`config.mk`:
```
export PLATFORM = sky130hd
export DESIGN_NAME = pe_operand_feeder
export DESIGN_NICKNAME = d
export VERILOG_FILES = /design/src/rtl/systolic_array_pkg.sv /design/src/rtl/operand_fifo.sv /design/src/rtl/pe_operand_feeder.sv
export SDC_FILE = /design/constraint.sdc
export NUM_CORES = 1
export LEC_CHECK = 0
export BUFFER_PORTS_ARGS = -buffer_cell sky130_fd_sc_hd__buf_2
export CORE_ASPECT_RATIO = 0.75
export CORE_MARGIN = 1.5
export CORE_UTILIZATION = 25
export DETAILED_ROUTE_END_ITERATION = 10
export GPL_ROUTABILITY_DRIVEN = 0
export PLACE_DENSITY = 0.4
export RECOVER_POWER = 50
export SETUP_SLACK_MARGIN = 0.3
export SKIP_LAST_GASP = 1
export SLEW_MARGIN = 20
export SYNTH_ARGS = -nofsm -noshare
export SYNTH_HDL_FRONTEND = slang
export SYNTH_SLANG_ARGS = --single-unit
```
`constraint.sdc`:
```
create_clock -name clk -period 6.5 [get_ports clk]
set_input_delay 0.65 -clock clk [delete_from_list [all_inputs] [get_ports clk]]
set_output_delay 0.65 -clock clk [all_outputs]
set_load 0.005 [all_outputs]
```
`src/rtl/systolic_array_pkg.sv`:
```
// Shared types for the systolic array: fp32 words, operand pairs and the
// operand feeder state encoding.
package systolic_array_pkg;

    typedef logic [31:0] word_t;

    typedef struct packed {
        word_t x;
        word_t w;
    } operand_t;

    typedef enum logic [1:0] {
        IDLE  = 2'd0,
        ISSUE = 2'd1,
        DRAIN = 2'd2,
        DONE  = 2'd3
    } feeder_state_t;

endpackage

```
`src/rtl/operand_fifo.sv`:
```
// Circular operand-pair buffer with a registered occupancy count and a
// first-word fall-through head (zero when empty).
module operand_fifo
    import systolic_array_pkg::*;
#(
    parameter int DEPTH = 8
) (
    input  logic     clk,
    input  logic     n_rst,
    input  logic     push,
    input  operand_t push_data,
    input  logic     pop,
    output operand_t head,
    output logic     full,
    output logic     empty
);

    localparam int AW = $clog2(DEPTH);
    localparam logic [AW:0] FULL_CNT = (AW + 1)'(DEPTH);

    operand_t        mem [DEPTH];
    logic [AW-1:0]   wr_ptr;
    logic [AW-1:0]   rd_ptr;
    logic [AW:0]     count;
    logic            do_push;
    logic            do_pop;

    assign full    = (count == FULL_CNT);
    assign empty   = (count == '0);
    assign do_push = push && !full;
    assign do_pop  = pop && !empty;
    assign head    = empty ? '0 : mem[rd_ptr];

    // DEPTH is a power of two, so the pointers wrap by plain overflow.
    always_ff @(posedge clk or negedge n_rst) begin
        if (!n_rst) begin
            wr_ptr <= '0;
            rd_ptr <= '0;
            count  <= '0;
        end else begin
            if (do_push) wr_ptr <= wr_ptr + 1'b1;
            if (do_pop)  rd_ptr <= rd_ptr + 1'b1;
            case ({do_push, do_pop})
                2'b10:   count <= count + 1'b1;
                2'b01:   count <= count - 1'b1;
                default: count <= count;
            endcase
        end
    end

    always_ff @(posedge clk) begin
        if (do_push) mem[wr_ptr] <= push_data;
    end

endmodule

```
`src/rtl/pe_operand_feeder.sv`:
```
// Edge-of-array driver for one PE: buffers operand pairs, issues a programmed
// number of MACs (back-to-back when possible) and captures the final sum.
module pe_operand_feeder
    import systolic_array_pkg::*;
#(
    parameter int DEPTH = 8,
    parameter int LEN_W = 8
) (
    input  logic               clk,
    input  logic               n_rst,
    input  logic               load_valid,
    output logic               load_ready,
    input  word_t              load_x,
    input  word_t              load_w,
    input  logic               start,
    input  logic [LEN_W-1:0]   length,
    output logic               busy,
    output logic               done,
    output word_t              result,
    output logic               proto_err,
    output word_t              pe_x,
    output word_t              pe_w,
    output logic               pe_input_start,
    input  logic               pe_stall,
    input  logic               pe_data_ready,
    input  word_t              pe_partial_sum,
    output feeder_state_t      dbg_state
);

    // Load handshake: a pair transfers on any cycle where load_valid and
    // load_ready are both high; load_ready depends only on registered state.

    feeder_state_t    state;
    feeder_state_t    state_next;
    logic [LEN_W-1:0] len_q;
    logic [LEN_W-1:0] issued;
    logic [LEN_W-1:0] acked;
    logic [LEN_W-1:0] acked_next;
    logic             outstanding;
    logic             issue;
    logic             fifo_full;
    logic             fifo_empty;
    logic             ack_seen;
    operand_t         fifo_head;
    operand_t         load_pair;

    assign load_pair = '{x: load_x, w: load_w};

    operand_fifo #(.DEPTH(DEPTH)) u_fifo (
        .clk       (clk),
        .n_rst     (n_rst),
        .push      (load_valid),
        .push_data (load_pair),
        .pop       (issue),
        .head      (fifo_head),
        .full      (fifo_full),
        .empty     (fifo_empty)
    );

    // A completion in the same cycle frees the PE, allowing gap-free reissue.
    assign issue = (state == ISSUE) && !fifo_empty && (issued < len_q)
                   && (!outstanding || pe_data_ready);

    assign ack_seen       = pe_data_ready && ((state == ISSUE) || (state == DRAIN));
    assign acked_next     = acked + 1'b1;
    assign pe_input_start = issue;
    assign pe_x           = fifo_head.x;
    assign pe_w           = fifo_head.w;
    assign load_ready     = !fifo_full;
    assign busy           = (state != IDLE);
    assign done           = (state == DONE);
    assign dbg_state      = state;

    always_comb begin
        state_next = state;
        case (state)
            IDLE: begin
                if (start) state_next = (length == '0) ? DONE : ISSUE;
            end
            ISSUE: begin
                // Last MAC may already complete here; skip DRAIN in that case.
                if (issued == len_q)
                    state_next = (pe_data_ready || !outstanding) ? DONE : DRAIN;
            end
            DRAIN: begin
                if (pe_data_ready) state_next = DONE;
            end
            DONE:    state_next = IDLE;
            default: state_next = IDLE;
        endcase
    end

    always_ff @(posedge clk or negedge n_rst) begin
        if (!n_rst) begin
            state       <= IDLE;
            len_q       <= '0;
            issued      <= '0;
            acked       <= '0;
            outstanding <= 1'b0;
            result      <= '0;
            proto_err   <= 1'b0;
        end else begin
            state <= state_next;
            case (state)
                IDLE: begin
                    if (start) begin
                        len_q       <= length;
                        issued      <= '0;
                        acked       <= '0;
                        outstanding <= 1'b0;
                        if (length == '0) result <= '0;
                    end
                end
                ISSUE: begin
                    if (issue) begin
                        issued      <= issued + 1'b1;
                        outstanding <= 1'b1;
                    end else if (pe_data_ready) begin
                        outstanding <= 1'b0;
                    end
                end
                DRAIN: begin
                    if (pe_data_ready) outstanding <= 1'b0;
                end
                default: ;
            endcase
            if (ack_seen) begin
                acked <= acked_next;
                if (acked_next == len_q) result <= pe_partial_sum;
            end
            if ((pe_data_ready && !outstanding) ||
                (!pe_stall && outstanding && !pe_data_ready))
                proto_err <= 1'b1;
        end
    end

endmodule
```
# ---- Word level (Yosys, flattened, before mapping)
# Memory sizes are Yosys's and may differ from the RTL's.
# Index checks and enable logic that the tools add are counted.
dict set report word_totals {
  regBits 70
  latchBits 0
  mem_bits_rw 512
  romBits 0
  inputBits 110
  wordCells 85
  n_memories 1
}
# memory words width rd rd_ports_with_merged_regs write_ports line
set mem_list {}
lappend mem_list {u_fifo.mem 8 64 1 0 1 operand_fifo.sv:21} ;# operand_t mem [DEPTH];
dict set report op_classes {
  n_addsub 6
  mul 0
  div_mod_pow 0
  order_cmp 1
  eq_ne 12
  shift 0
  mux 24
  bitwise_logic 0
  n_reduce_logical 31
}
# cell n
set ops {}
lappend ops {{two-way mux 32 bit} 5}
lappend ops {{two-way mux 64 bit} 1}
lappend ops {{two-way mux 8 bit} 4}
lappend ops {{adder 8 x 1 -> 8 bit, second input constant} 2}
lappend ops {{equality test 8 bit} 2}
lappend ops {{case mux 8 bit (2 select lines)} 1}
lappend ops {{nonzero test 2 bit} 5}
lappend ops {{logical AND 1 bit} 9}
lappend ops {{logical NOT 8 bit} 1}
lappend ops {{less-than comparator 8 bit} 1}
lappend ops {{two-way mux 2 bit} 4}
lappend ops {{case mux 2 bit (4 select lines)} 1}
lappend ops {{case mux 4 bit (2 select lines)} 1}
lappend ops {{adder 3 x 1 -> 3 bit, second input constant} 2}
lappend ops {{equality test 2 bit, second input constant} 3}
lappend ops {{two-way mux 1 bit} 6}
lappend ops {{AND reduction 2 bit} 3}
lappend ops {{AND reduction 3 bit} 2}
lappend ops {{logical NOT 1 bit} 5}
lappend ops {{adder 4 x 1 -> 4 bit, second input constant} 1}
lappend ops {{equality test 2 x 1 -> 1 bit, second input constant} 2}
lappend ops {{equality test 4 bit, second input constant} 1}
lappend ops {{logical NOT 4 bit} 1}
lappend ops {{inequality test 2 x 1 -> 1 bit, second input constant} 2}
lappend ops {{other kinds (6)} 9}

# ---- Depth between registers and ports, before layout
# Gate-level depths: netlist of the first run.
dict set report depth {
  depth_word 8
  ltp_mapped 14
}

# ---- Cells and area by module
# A second synthesis of the first run with hierarchy kept.
dict set report hier_totals {
  hier_cells 1222
  hier_area_um2 23181.0
}
# module n_inst cells_each area_per_inst_um2 seq_area_each_um2
set modules_own_cells {}
lappend modules_own_cells {operand_fifo 1 870 20026.7 15625.0}
lappend modules_own_cells {pe_operand_feeder 1 352 3154.3 1501.4}

# ---- Least setup slack after synthesis of the first run
# No wires, ideal clock.
dict set report synth_path {
  path_type {input port to flip-flop}
  from {input load_valid}
  to {memory u_fifo.mem[0][0] (netlist bit) (enable)}
  setup_time_ns 0.565
  arrival_time_ns 5.409
  required_ns 5.935
  slack_ns 0.527
  cell_stages 3
  cell_sequence {nand2_1 > or2_2 > nor3_1}
}
dict set report synth_via {
  elab_chain_cells 3
}
# item line
set synth_rtl {}
lappend synth_rtl {{start: declaration} pe_operand_feeder.sv:11} ;# input logic load_valid,
lappend synth_rtl {{logical AND 1 bit} operand_fifo.sv:30} ;# assign do_push = push && !full;
lappend synth_rtl {{two-way mux 1 bit} operand_fifo.sv:52} ;# if (do_push) mem[wr_ptr] <= push_data;
lappend synth_rtl {{two-way mux 1 bit (not written as such)} operand_fifo.sv:52}
lappend synth_rtl {{end: declaration} operand_fifo.sv:21}
# No other way between the ends.

# ---- Final worst setup path of the first run
dict set report layout_path {
  from {register u_fifo.rd_ptr[1]}
  to {output pe_w[9]}
}
dict set report layout_via {
  elab_chain_cells 2
}
# item line
set layout_rtl {}
lappend layout_rtl {{start: declaration} operand_fifo.sv:23} ;# logic [AW-1:0] rd_ptr;
lappend layout_rtl {{start signal: assignment} operand_fifo.sv:42} ;# if (do_pop) rd_ptr <= rd_ptr + 1'b1;
lappend layout_rtl {{memory (8 x 64 bit)} --}
lappend layout_rtl {{two-way mux 64 bit} operand_fifo.sv:32} ;# assign head = empty ? '0 : mem[rd_ptr];
lappend layout_rtl {{end: declaration} pe_operand_feeder.sv:22} ;# output word_t pe_w,
# No other way between the ends.

==> results of run 1 <==
-- area by class of cell --
class | count | area (sq um) | area share [%]
Sequential cell | 582 | 17100 | 62.0
Multi-Input combinational cell | 574 | 5750 | 20.8
Clock buffer | 81 | 1760 | 6.36
Tap cell | 1225 | 1530 | 5.54
Timing Repair Buffer | 239 | 1160 | 4.19
Clock inverter | 34 | 245 | 0.887
Inverter | 18 | 67.6 | 0.244
Antenna cell | 3 | 7.51 | 0.0271
-- worst max path at each step --
| stage | from | end | slack [ns] | cells past startpoint |
|---|---|---|---|---|
| after global routing | u_fifo.rd_ptr[0]$_DFFE_PN0P_ | pe_x[31] | 2.35 | 5 |
| after detailed placement | dbg_state[1]$_DFFE_PN0P_ | u_fifo.count[3]$_DFFE_PN0P_ | 2.85 | 14 |
| final | u_fifo.rd_ptr[1]$_DFFE_PN0P_ | pe_w[9] | 2.70 | 5 |
| after CTS | u_fifo.rd_ptr[0]$_DFFE_PN0P_ | pe_x[10] | 2.46 | 5 |
| after floorplan | load_valid | u_fifo.mem[0][0]$_DFFE_PP_ | 0.53 | 3 |
| after global placement | dbg_state[1]$_DFFE_PN0P_ | u_fifo.count[3]$_DFFE_PN0P_ | 2.88 | 14 |
-- layer usage --
metal  part of all wire [%]  global-route usage [%]  wire [um]
met5                   0.15                       0         90
met4                    2.2                    3.21       1300
met3                    5.2                    3.67       3050
met2                     46                    19.5      27100
met1                     46                    16.9      27100
-- where the power goes --
part | internal (mW) | switching (mW)
registers | 4.70 | 0.405
logic | 1.62 | 2.01
clock network | 2.04 | 1.48
total | 8.36 | 3.90
-- stage by stage --
step / std cells / utilization [%] / setup WS [ns]
after floorplan: 1232 / - / 0.527
after global placement: 2638 / 28.1 / 2.88
after detailed placement: 2638 / 28.1 / 2.85
after CTS: 2753 / 30.3 / 2.46
after global routing: 2755 / 30.2 / 2.35
final: 2756 / 30.2 / 2.70
-- cell usage after synthesis (9+ instances only) --
cell      instances
a21oi_1           9
buf_1             9
buf_2            11
clkbuf_1         38
dfrtp_1          70
edfxtp_1        512
ha_1             19
inv_1            14
mux2_1            9
mux2i_1          65
mux4_2          128
nand2_1          94
nand3_1          17
nor2_1           92
o21ai_0          14
o21ai_1          11
o22ai_1          33
xnor2_1          12
-- kinds of logic after synthesis --
kind of cell,share of synthesized area [%]
buffers and inverters,1.29
XOR/XNOR,0.682
multiplexers,15.7
AO/OA/AOI/OAI,2.65
flip-flops,74.1
AND/OR/NAND/NOR,4.38
adder cells (fa/ha/maj),1.12
-- sequential cells by signal (all words and copies together) (netlist names) --
name and flops:
u_fifo.mem 512, result 32, acked 8, issued 8, len_q 8, u_fifo.count 4
u_fifo.rd_ptr 3, u_fifo.wr_ptr 3, dbg_state 2, outstanding 1, proto_err 1
==> flow_metrics.py, run 1 <==
metrics = {
    "setup_path": {
        "crit_path_top_delay_cell": "dfrtp_4",
        "max_stage_delay_ns": 1.10,
        "r2r-start": "dbg_state[1]$_DFFE_PN0P_",
        "crit_chain": "buf_12 -> mux4_2 -> mux2i_1 -> nor2_1 -> buf_2",
        "r2r_slack_ns": 2.78,
        "path_buf_inv": 2,
        "worstSetupPathType": "reg -> out",
        "cp-end-kind": "output pin",
        "r2r_cells": 14,
        "cp_top_family": "flip-flops",
        "cp.required_ns": 5.85,
        "timing.rr.end": "u_fifo.count[3]$_DFFE_PN0P_",
        "critPathLaunchType": "flip-flop",
        "arrival_ns": 3.15,
        "critPathMaxFanout": 69,
    },
    "sta": {
        "fin_skew_ns": 0.0199,
        "setup_viol": 0,
        "slew_viol_final": 27,
        "whs_ns": 0.239,
        "max-slew-margin-rel_pct": -63.2,
        "fin_tns_setup_ns": 0,
        "max_freq_ghz": 0.263,
        "period_minus_slack_ns": 3.80,
        "grt_setup_unrepaired": "false",
        "hold_viol": 0,
        "tightest_slew_ns": 2.45,
        "layout_worst_path_cycle_share_pct": 58.5,
    },
    "power_and_ir_drop": {
        "p_leak_nw": 9.32,
        "powerDensity_mw_per_mm2": 443,
        "finalPower_mw": 12.3,
        "irDropWorstVdd_uv": 239,
    },
    "floorplanning": {
        "dieWidth_um": 354,
        "start_util_pct": 25.2,
        "die_h_um": 266,
        "fp.dieArea_sq_mm": 0.0942,
        "core_area_sq_mm": 0.0915,
        "rows": 96,
        "num_io_pins": 213,
    },
    "routing": {
        "ant_nets": 0,
        "routed-via-count": 12000,
        "wl_mm": 58.6,
        "drt_iter0_markers": 703,
        "routedWlPerCell_um": 21.3,
        "viasPerCell": 4.37,
        "drt_pass1_iterations": 5,
        "drcViolationCount": 0,
    },
    "yosys": {
        "synth-seq-area-share_pct": 74.1,
        "avgSynthCellArea_sq_um": 18.7,
        "synth-edff-count": 512,
        "synth-main-ff-cell": "edfxtp_1",
        "yosys.area.top_type_share_pct": 66.6,
        "synth-async-reset-ratio_pct": 12.0,
        "syn_inst": 1232,
        "synth_largest_area_cell": "edfxtp_1",
        "synth_cell_type_count": 52,
        "ys_ff_latch": 582,
        "synth.yosys.warnings": 0,
        "syn-num-nets": 1362,
        "synth_area_sq_mm": 0.0231,
        "yosys-top-cells-area": "edfxtp_1 (67%), mux4_2 (12%), dfrtp_1 (7.6%)",
    },
    "global_routing": {
        "grt_overflow_total": 0,
        "grt_max_degree": 71,
        "antenna_found_initial": 10,
        "grt_pass1_vias": 12800,
        "grt_pass1_wl_mm": 87.0,
        "grt_usage_pct": 12.5,
    },
    "placed_design": {
        "port_buffers": 212,
        "post_dp_cell_area_sq_mm": 0.0258,
        "post-dp-hpwl_mm": 32.8,
    },
    "run_status": {
        "violations": "capacitance limit, slew limit",
        "outcome": "complete, but fails checks",
    },
    "final_layout": {
        "n_fill_cell": 9086,
        "design_area_sq_mm": 0.0277,
        "final_common_cell": "edfxtp_1",
        "nets": 1611,
        "drive_gt1_share_pct": 25.4,
        "synthToLayoutAreaGrowth_pct": 19.7,
        "final_cell_mix": "edfxtp_1 (512), mux4_2 (128), buf_2 (121)",
    },
    "clock_tree": {
        "cts_htree_levels": 3,
        "cts_resized": 0,
        "cts_tree": "yes",
        "ctsHoldBuffers": 0,
        "numCtsBuffers": 66,
        "cts_setup_buffers": 0,
        "ctsLongestPathBuffers": 3,
        "worstSkewPairLatency_ns": 0.60,
        "clkTransAtPathRegs_ns": 0.06,
        "clock_sinks": 582,
        "cts-root-buf": "clkbuf_16",
    },
    "min_path": {
        "whs_endpoint": "proto_err$_DFFE_PN0P_",
        "min-delay-start": "pe_stall",
        "hold_path.class": "in -> reg",
        "hold_depth": 2,
    },
    "run": {
        "max-cap-violations": 1,
    },
}
No activity file was read; power rests on OpenSTA's default activity.
==> run 2: changes to the inputs <==
--- a/config.mk
+++ b/config.mk
@@ -11,7 +11,7 @@
 export CORE_UTILIZATION = 25
 export DETAILED_ROUTE_END_ITERATION = 10
 export GPL_ROUTABILITY_DRIVEN = 0
-export PLACE_DENSITY = 0.4
+export PLACE_DENSITY = 0.42
 export RECOVER_POWER = 50
 export SETUP_SLACK_MARGIN = 0.3
 export SKIP_LAST_GASP = 1
==> constraint.sdc (replaced) <==
create_clock -name clk -period 3.2 [get_ports clk]
set_input_delay 0.32 -clock clk [delete_from_list [all_inputs] [get_ports clk]]
set_output_delay 0.32 -clock clk [all_outputs]
set_load 0.005 [all_outputs]
==> run 2 against run 1 <==
  * The run still ends with capacitance limit, slew limit left
  * Clock skew grew 0.0020 ns
  * Global-route usage grew 0.085 points
  * Critical path depth grew 2
  * Non-clock buffer count grew 143
  * Routed wire length grew 2.2%
  * Cell count grew 5.3%
  * Flip-flop and latch count is the same
  * Clock power grew 110%
  * Die area is the same
  * Combinational power grew 140%
  * First-iteration DRC count grew 5.4%
  * Critical path type unchanged
==> flow_metrics.py, run 2 (synthesized netlist as in run 1, its figures left out) <==
metrics = {
    "floorplanning": {
        "num_io_pins": 213,
        "core_area_sq_mm": 0.0915,
        "dieWidth_um": 354,
        "die_h_um": 266,
        "start_util_pct": 25.2,
        "rows": 96,
        "fp.dieArea_sq_mm": 0.0942,
    },
    "setup_path": {
        "crit_chain": "ha_1 -> nand4_1 -> a21o_1 -> nand3_2 -> clkbuf_1 -> inv_2 -> buf_2",
        "cp.required_ns": 2.88,
        "crit_path_top_delay_cell": "dfrtp_1",
        "critPathMaxFanout": 8,
        "cp-end-kind": "output pin",
        "max_stage_delay_ns": 0.47,
        "r2r_cells": 7,
        "arrival_ns": 2.54,
        "critPathLaunchType": "flip-flop",
        "worstSetupPathType": "reg -> out",
    },
    "sta": {
        "tightest_slew_ns": 1.89,
        "layout_worst_path_cycle_share_pct": 89.3,
        "grt_setup_unrepaired": "true",
        "whs_ns": 0.0918,
        "max_freq_ghz": 0.350,
        "setup_viol": 0,
        "fin_skew_ns": 0.0218,
        "hold_viol": 0,
        "max-slew-margin-rel_pct": -25.8,
        "slew_viol_final": 30,
        "period_minus_slack_ns": 2.86,
        "fin_tns_setup_ns": 0,
        "finalWorstSetupSlack_ns": 0.342,
    },
    "power_and_ir_drop": {
        "p_sw_mw": 8.34,
        "pwr-share-comb_pct": 33.5,
        "p_seq_share_pct": 38.6,
        "clockPowerShare_pct": 28.0,
        "swShare_pct": 31.7,
        "finalPower_mw": 26.3,
        "powerDensity_mw_per_mm2": 888,
        "irDropWorstVdd_uv": 402,
        "intPower_mw": 18.0,
        "p_leak_nw": 10.1,
    },
    "final_layout": {
        "nets": 1755,
        "layoutNonFillerInstCount": 2903,
        "final_cell_mix": "edfxtp_1 (512), mux4_2 (128), buf_2 (120)",
        "largest_reg_flops": 512,
        "design_area_sq_mm": 0.0297,
        "final_common_cell": "edfxtp_1",
        "drive_gt1_share_pct": 25.9,
        "top_regs": "u_fifo.mem: 512 flops, result: 32 flops",
        "diodes": 0,
        "synthToLayoutAreaGrowth_pct": 28.4,
        "regMostFlops": "u_fifo.mem",
        "fin_util_pct": 32.4,
    },
    "run": {
        "max-cap-violations": 1,
    },
    "routing": {
        "drt_pass1_iterations": 5,
        "ant_nets": 0,
        "routedWlPerCell_um": 20.6,
        "wl_mm": 59.9,
        "routed-via-count": 12700,
        "drt_iter0_markers": 741,
        "viasPerCell": 4.36,
        "drcViolationCount": 0,
    },
    "clock_tree": {
        "clkTransAtPathRegs_ns": 0.06,
        "ctsLongestPathBuffers": 3,
        "worstSkewPairLatency_ns": 0.60,
        "clock_sinks": 582,
        "cts-root-buf": "clkbuf_16",
        "numCtsBuffers": 67,
        "cts_htree_levels": 3,
        "cts_tree": "yes",
    },
    "placed_design": {
        "dp.cells": 2654,
        "dpl_worst_slack_ns": 0.409,
        "port_buffers": 212,
        "post-dp-hpwl_mm": 33.1,
        "post_dp_cell_area_sq_mm": 0.0261,
    },
    "global_routing": {
        "grt_usage_pct": 12.6,
        "grt_max_degree": 65,
        "grt_pass1_wl_mm": 87.9,
        "antenna_found_initial": 6,
        "grt_pass1_vias": 13500,
        "grt_overflow_total": 0,
    },
    "run_status": {
        "violations": "capacitance limit, slew limit",
        "outcome": "complete, but fails checks",
    },
    "min_path": {
        "hold_depth": 3,
        "hold_path.class": "in -> reg",
    },
}
## run 2: changes by cell type in the layout (fill, tap and decap cells not counted), moves of 3 or more
cell           previous run  this run
dlygate4sd3_1             0       108
buf_12                    1        19
clkbuf_1                102       114
clkbuf_16                67        77
mux2i_1                  65        55
mux2i_2                   0         8
clkinv_2                 12         6
buf_16                    0         5
buf_6                     0         3
clkinvlp_4                1         4
diode_2                   3         0
## run 2: worst paths after layout
kind                                              from                      endpoint  slack (ns)
setup / recovery                 issued[5]$_DFFE_PN0P_                pe_input_start        0.34
hold / removal                                   start         issued[1]$_DFFE_PN0P_        0.09
setup reg to reg                 issued[5]$_DFFE_PN0P_         issued[6]$_DFFE_PN0P_        0.47
hold reg to reg            u_fifo.count[3]$_DFFE_PN0P_   u_fifo.count[3]$_DFFE_PN0P_        0.51
max in group asynchronous                        n_rst  u_fifo.rd_ptr[2]$_DFFE_PN0P_        1.08
min in group asynchronous                        n_rst         proto_err$_DFFE_PN0P_        0.77
## run 2: final cells by class
type	instances	area, sq um
fillers	8941	61900
flip-flops and latches	582	17100
multi-input cells	574	5840
repair buffers	382	2980
clock buffers	93	1870
well taps	1225	1530
clock inverters	29	235
inverters	18	67.6
## run 2: what timing repair did
action / in CTS / in global routing
setup endpoints to repair: 63 / 70
hold buffers: 108 / 0
setup buffers: 6 / 5
pin swaps: 0 / 2
endpoints found under the hold margin: 583 / 0
gates cloned: 1 / 7
resized for setup: 13 / 16
## run 2: per-layer routing
metal / track usage [%] / up-vias / routed length [um]
met2: 20.3 / 220 / 28200
met5: 0 / - / 78
met3: 3.03 / 96 / 2360
li1: - / 5723 / -
met1: 16.9 / 6601 / 27800
met4: 3.37 / 12 / 1370
## run 2: critical path, delay by kind of cell (launching register included)
family | cells | cell delay [ns]
simple gates | 2 | 0.26
buf+inv | 3 | 0.60
compound gates | 1 | 0.25
fa+ha+maj | 1 | 0.34
flops | 1 | 0.47
## run 2: power by group through the flow
stage               Clock, mW  Sequential (mW)  Combinational [mW]
floorplan                   0             10.1                5.02
global placement            0             10.4                8.18
detailed placement          0             10.4                8.19
CTS                      7.66             10.2                8.71
global route             7.91             10.3                9.69
finish                   7.37             10.2                8.82
==> run 3: changes to the inputs <==
--- a/config.mk
+++ b/config.mk
@@ -11,7 +11,7 @@
 export CORE_UTILIZATION = 25
 export DETAILED_ROUTE_END_ITERATION = 10
 export GPL_ROUTABILITY_DRIVEN = 0
-export PLACE_DENSITY = 0.42
+export PLACE_DENSITY = 0.51
 export RECOVER_POWER = 50
 export SETUP_SLACK_MARGIN = 0.3
 export SKIP_LAST_GASP = 1
==> run 3 against run 2 <==
  * The flow now finishes without violations
  * First-iteration DRC count rose by 15%
  * Sequential power barely moved
  * Core utilization fell by 0.085 points
  * Critical path depth did not move
  * Via count rose by 1.2%
  * Register-to-register slack barely moved
  * Power fell by 0.37%
  * Routed wire length fell by 2.7%
  * Non-clock buffer count rose by 4
  * Combinational power barely moved
  * Cell count fell by 0.17%
  * Cell area fell by 0.26%
  * Largest power group unchanged
==> flow_metrics.py, run 3 (synthesized netlist as in run 1, its figures left out) <==
metrics = {
    "setup_path": {
        "max_stage_delay_ns": 0.47,
        "crit_chain": "ha_1 -> nand4_1 -> a21o_1 -> nand3_2 -> clkbuf_1 -> inv_2 -> buf_2",
        "arrival_ns": 2.57,
        "timing.rr.end": "u_fifo.count[3]$_DFFE_PN0P_",
        "cp.required_ns": 2.88,
        "cp-end-kind": "output pin",
        "critPathLaunchType": "flip-flop",
        "r2r-start": "issued[1]$_DFFE_PN0P_",
        "r2r_slack_ns": 0.46,
        "crit_path_top_delay_cell": "dfrtp_1",
        "startpoint": "issued[5]$_DFFE_PN0P_",
        "worstSetupPathType": "reg -> out",
        "cp-endpoint": "pe_input_start",
        "r2r_cells": 13,
        "critPathMaxFanout": 8,
    },
    "clock_tree": {
        "cts_htree_levels": 2,
        "ctsLongestPathBuffers": 3,
        "numCtsBuffers": 61,
        "cts_tree": "yes",
        "worstSkewPairLatency_ns": 0.65,
        "cts-root-buf": "clkbuf_16",
        "clkTransAtPathRegs_ns": 0.06,
        "clock_sinks": 582,
    },
    "final_layout": {
        "drive_gt1_share_pct": 26.8,
        "final_cell_mix": "edfxtp_1 (512), mux4_2 (128), buf_2 (124)",
        "regMostFlops": "u_fifo.mem",
        "top_regs": "u_fifo.mem: 512 flops, result: 32 flops",
        "layoutNonFillerInstCount": 2898,
        "nets": 1753,
        "synthToLayoutAreaGrowth_pct": 28.1,
        "largest_reg_flops": 512,
        "final_common_cell": "edfxtp_1",
        "n_fill_cell": 8940,
        "design_area_sq_mm": 0.0296,
        "diodes": 0,
    },
    "global_routing": {
        "grt_pass1_wl_mm": 86.1,
        "grt_pass1_vias": 13400,
        "antenna_found_initial": 5,
        "grt_overflow_total": 0,
        "grt_max_degree": 65,
        "grt_usage_pct": 12.1,
    },
    "placed_design": {
        "dpl_worst_slack_ns": 0.148,
        "post_dp_cell_area_sq_mm": 0.0261,
        "post-dp-hpwl_mm": 32.7,
        "dp.cells": 2651,
        "port_buffers": 212,
    },
    "run": {
        "max-cap-violations": 0,
    },
    "floorplanning": {
        "num_io_pins": 213,
        "core_area_sq_mm": 0.0915,
        "dieWidth_um": 354,
        "rows": 96,
        "fp.dieArea_sq_mm": 0.0942,
        "start_util_pct": 25.2,
        "die_h_um": 266,
    },
    "routing": {
        "drt_iter0_markers": 854,
        "viasPerCell": 4.42,
        "drt_pass1_iterations": 5,
        "drcViolationCount": 0,
        "routed-via-count": 12800,
        "routedWlPerCell_um": 20.1,
        "met1_length_mm": 26.8,
        "wl_met2_mm": 27.7,
        "wl_mm": 58.2,
        "ant_nets": 0,
        "wl_met3_mm": 2.59,
        "top_layer": "met5",
    },
    "sta": {
        "layout_worst_path_cycle_share_pct": 90.3,
        "grt_setup_unrepaired": "true",
        "whs_ns": 0.130,
        "period_minus_slack_ns": 2.89,
        "max_freq_ghz": 0.346,
        "tightest_slew_ns": 1.25,
        "hold_viol": 0,
        "max-slew-margin-rel_pct": 16.8,
        "slew_viol_final": 0,
        "setup_viol": 0,
        "finalWorstSetupSlack_ns": 0.311,
        "fin_skew_ns": 0.0242,
    },
    "power_and_ir_drop": {
        "finalPower_mw": 26.3,
        "p_leak_nw": 10.1,
        "powerDensity_mw_per_mm2": 887,
        "irDropWorstVdd_uv": 425,
    },
    "min_path": {
        "hold_path.class": "in -> reg",
        "min-delay-start": "pe_data_ready",
    },
    "run_status": {
        "outcome": "finished, final reports clean",
    },
}
## run 3: cell count changes in the layout (fill, tap and decap cells not counted), sizes merged
cell	previous run	this run
buf	174	186
bufinv	2	9
clkbuf	192	156
clkinv	21	24
clkinvlp	4	11
dlygate4sd3	108	109
inv	20	21
## run 3: per-layer routing
metal | track usage, % | up-vias
met3 | 2.62 | 92
met2 | 19.7 | 236
met1 | 16.4 | 6754
met4 | 3.06 | 10
met5 | 0 | -
li1 | - | 5715
## run 3: timing repair
action | CTS | global route
hold buffers | 109 | 0
resized for setup | 10 | 11
gates cloned | 3 | 2
hold endpoints to repair | 575 | 0
buffers inserted | 16 | 4
pin swaps | 0 | 1
setup endpoints to repair | 91 | 76
## run 3: report_power, final
part / leakage [nW] / internal [mW] / total (mW) / switching (mW)
sequential: 5.56 / 9.54 / 10.1 / 0.559
combinational: 3.56 / 4.11 / 8.79 / 4.68
clock: 0.993 / 4.25 / 7.36 / 3.11
total: 10.1 / 17.9 / 26.3 / 8.35
## run 3: per-stage QoR
step / utilization [%] / setup TNS [ns]
6_report: 32.3 / 0
5_1_grt: 32.3 / 0
4_1_cts: 32.3 / 0
3_5_place_dp: 28.5 / 0
3_3_place_gp: 28.5 / 0
2_1_floorplan: - / -171.32
## run 3: final cells by class
type,count,area (sq um),share of cell area (%)
inverter,18,67.6,0.228
sequential,582,17100,57.9
tap,1225,1530,5.18
multi-input combinational,574,5830,19.7
clock inverter,47,547,1.85
clock buffer,66,1550,5.22
timing repair buffer,386,2920,9.87
## run 3: worst min-delay path by stage
| stage | to | slack [ns] | cells after the start |
|---|---|---|---|
| floorplan | acked[0]$_DFFE_PN0P_ | 0.02 | 0 |
| global placement | proto_err$_DFFE_PN0P_ | 0.32 | 1 |
| detailed placement | proto_err$_DFFE_PN0P_ | 0.32 | 1 |
| CTS | outstanding$_DFFE_PN0P_ | 0.07 | 4 |
| global route | outstanding$_DFFE_PN0P_ | 0.14 | 4 |
| finish | outstanding$_DFFE_PN0P_ | 0.13 | 4 |
## run 3: worst max-delay path: cells and delay by family, from the launching register on
| family | cells | cell delay [ns] |
|---|---|---|
| AO/OA/AOI/OAI | 1 | 0.25 |
| adder cells (fa/ha/maj) | 1 | 0.34 |
| buffers and inverters | 3 | 0.60 |
| flip-flops | 1 | 0.47 |
| AND/OR/NAND/NOR | 2 | 0.26 |
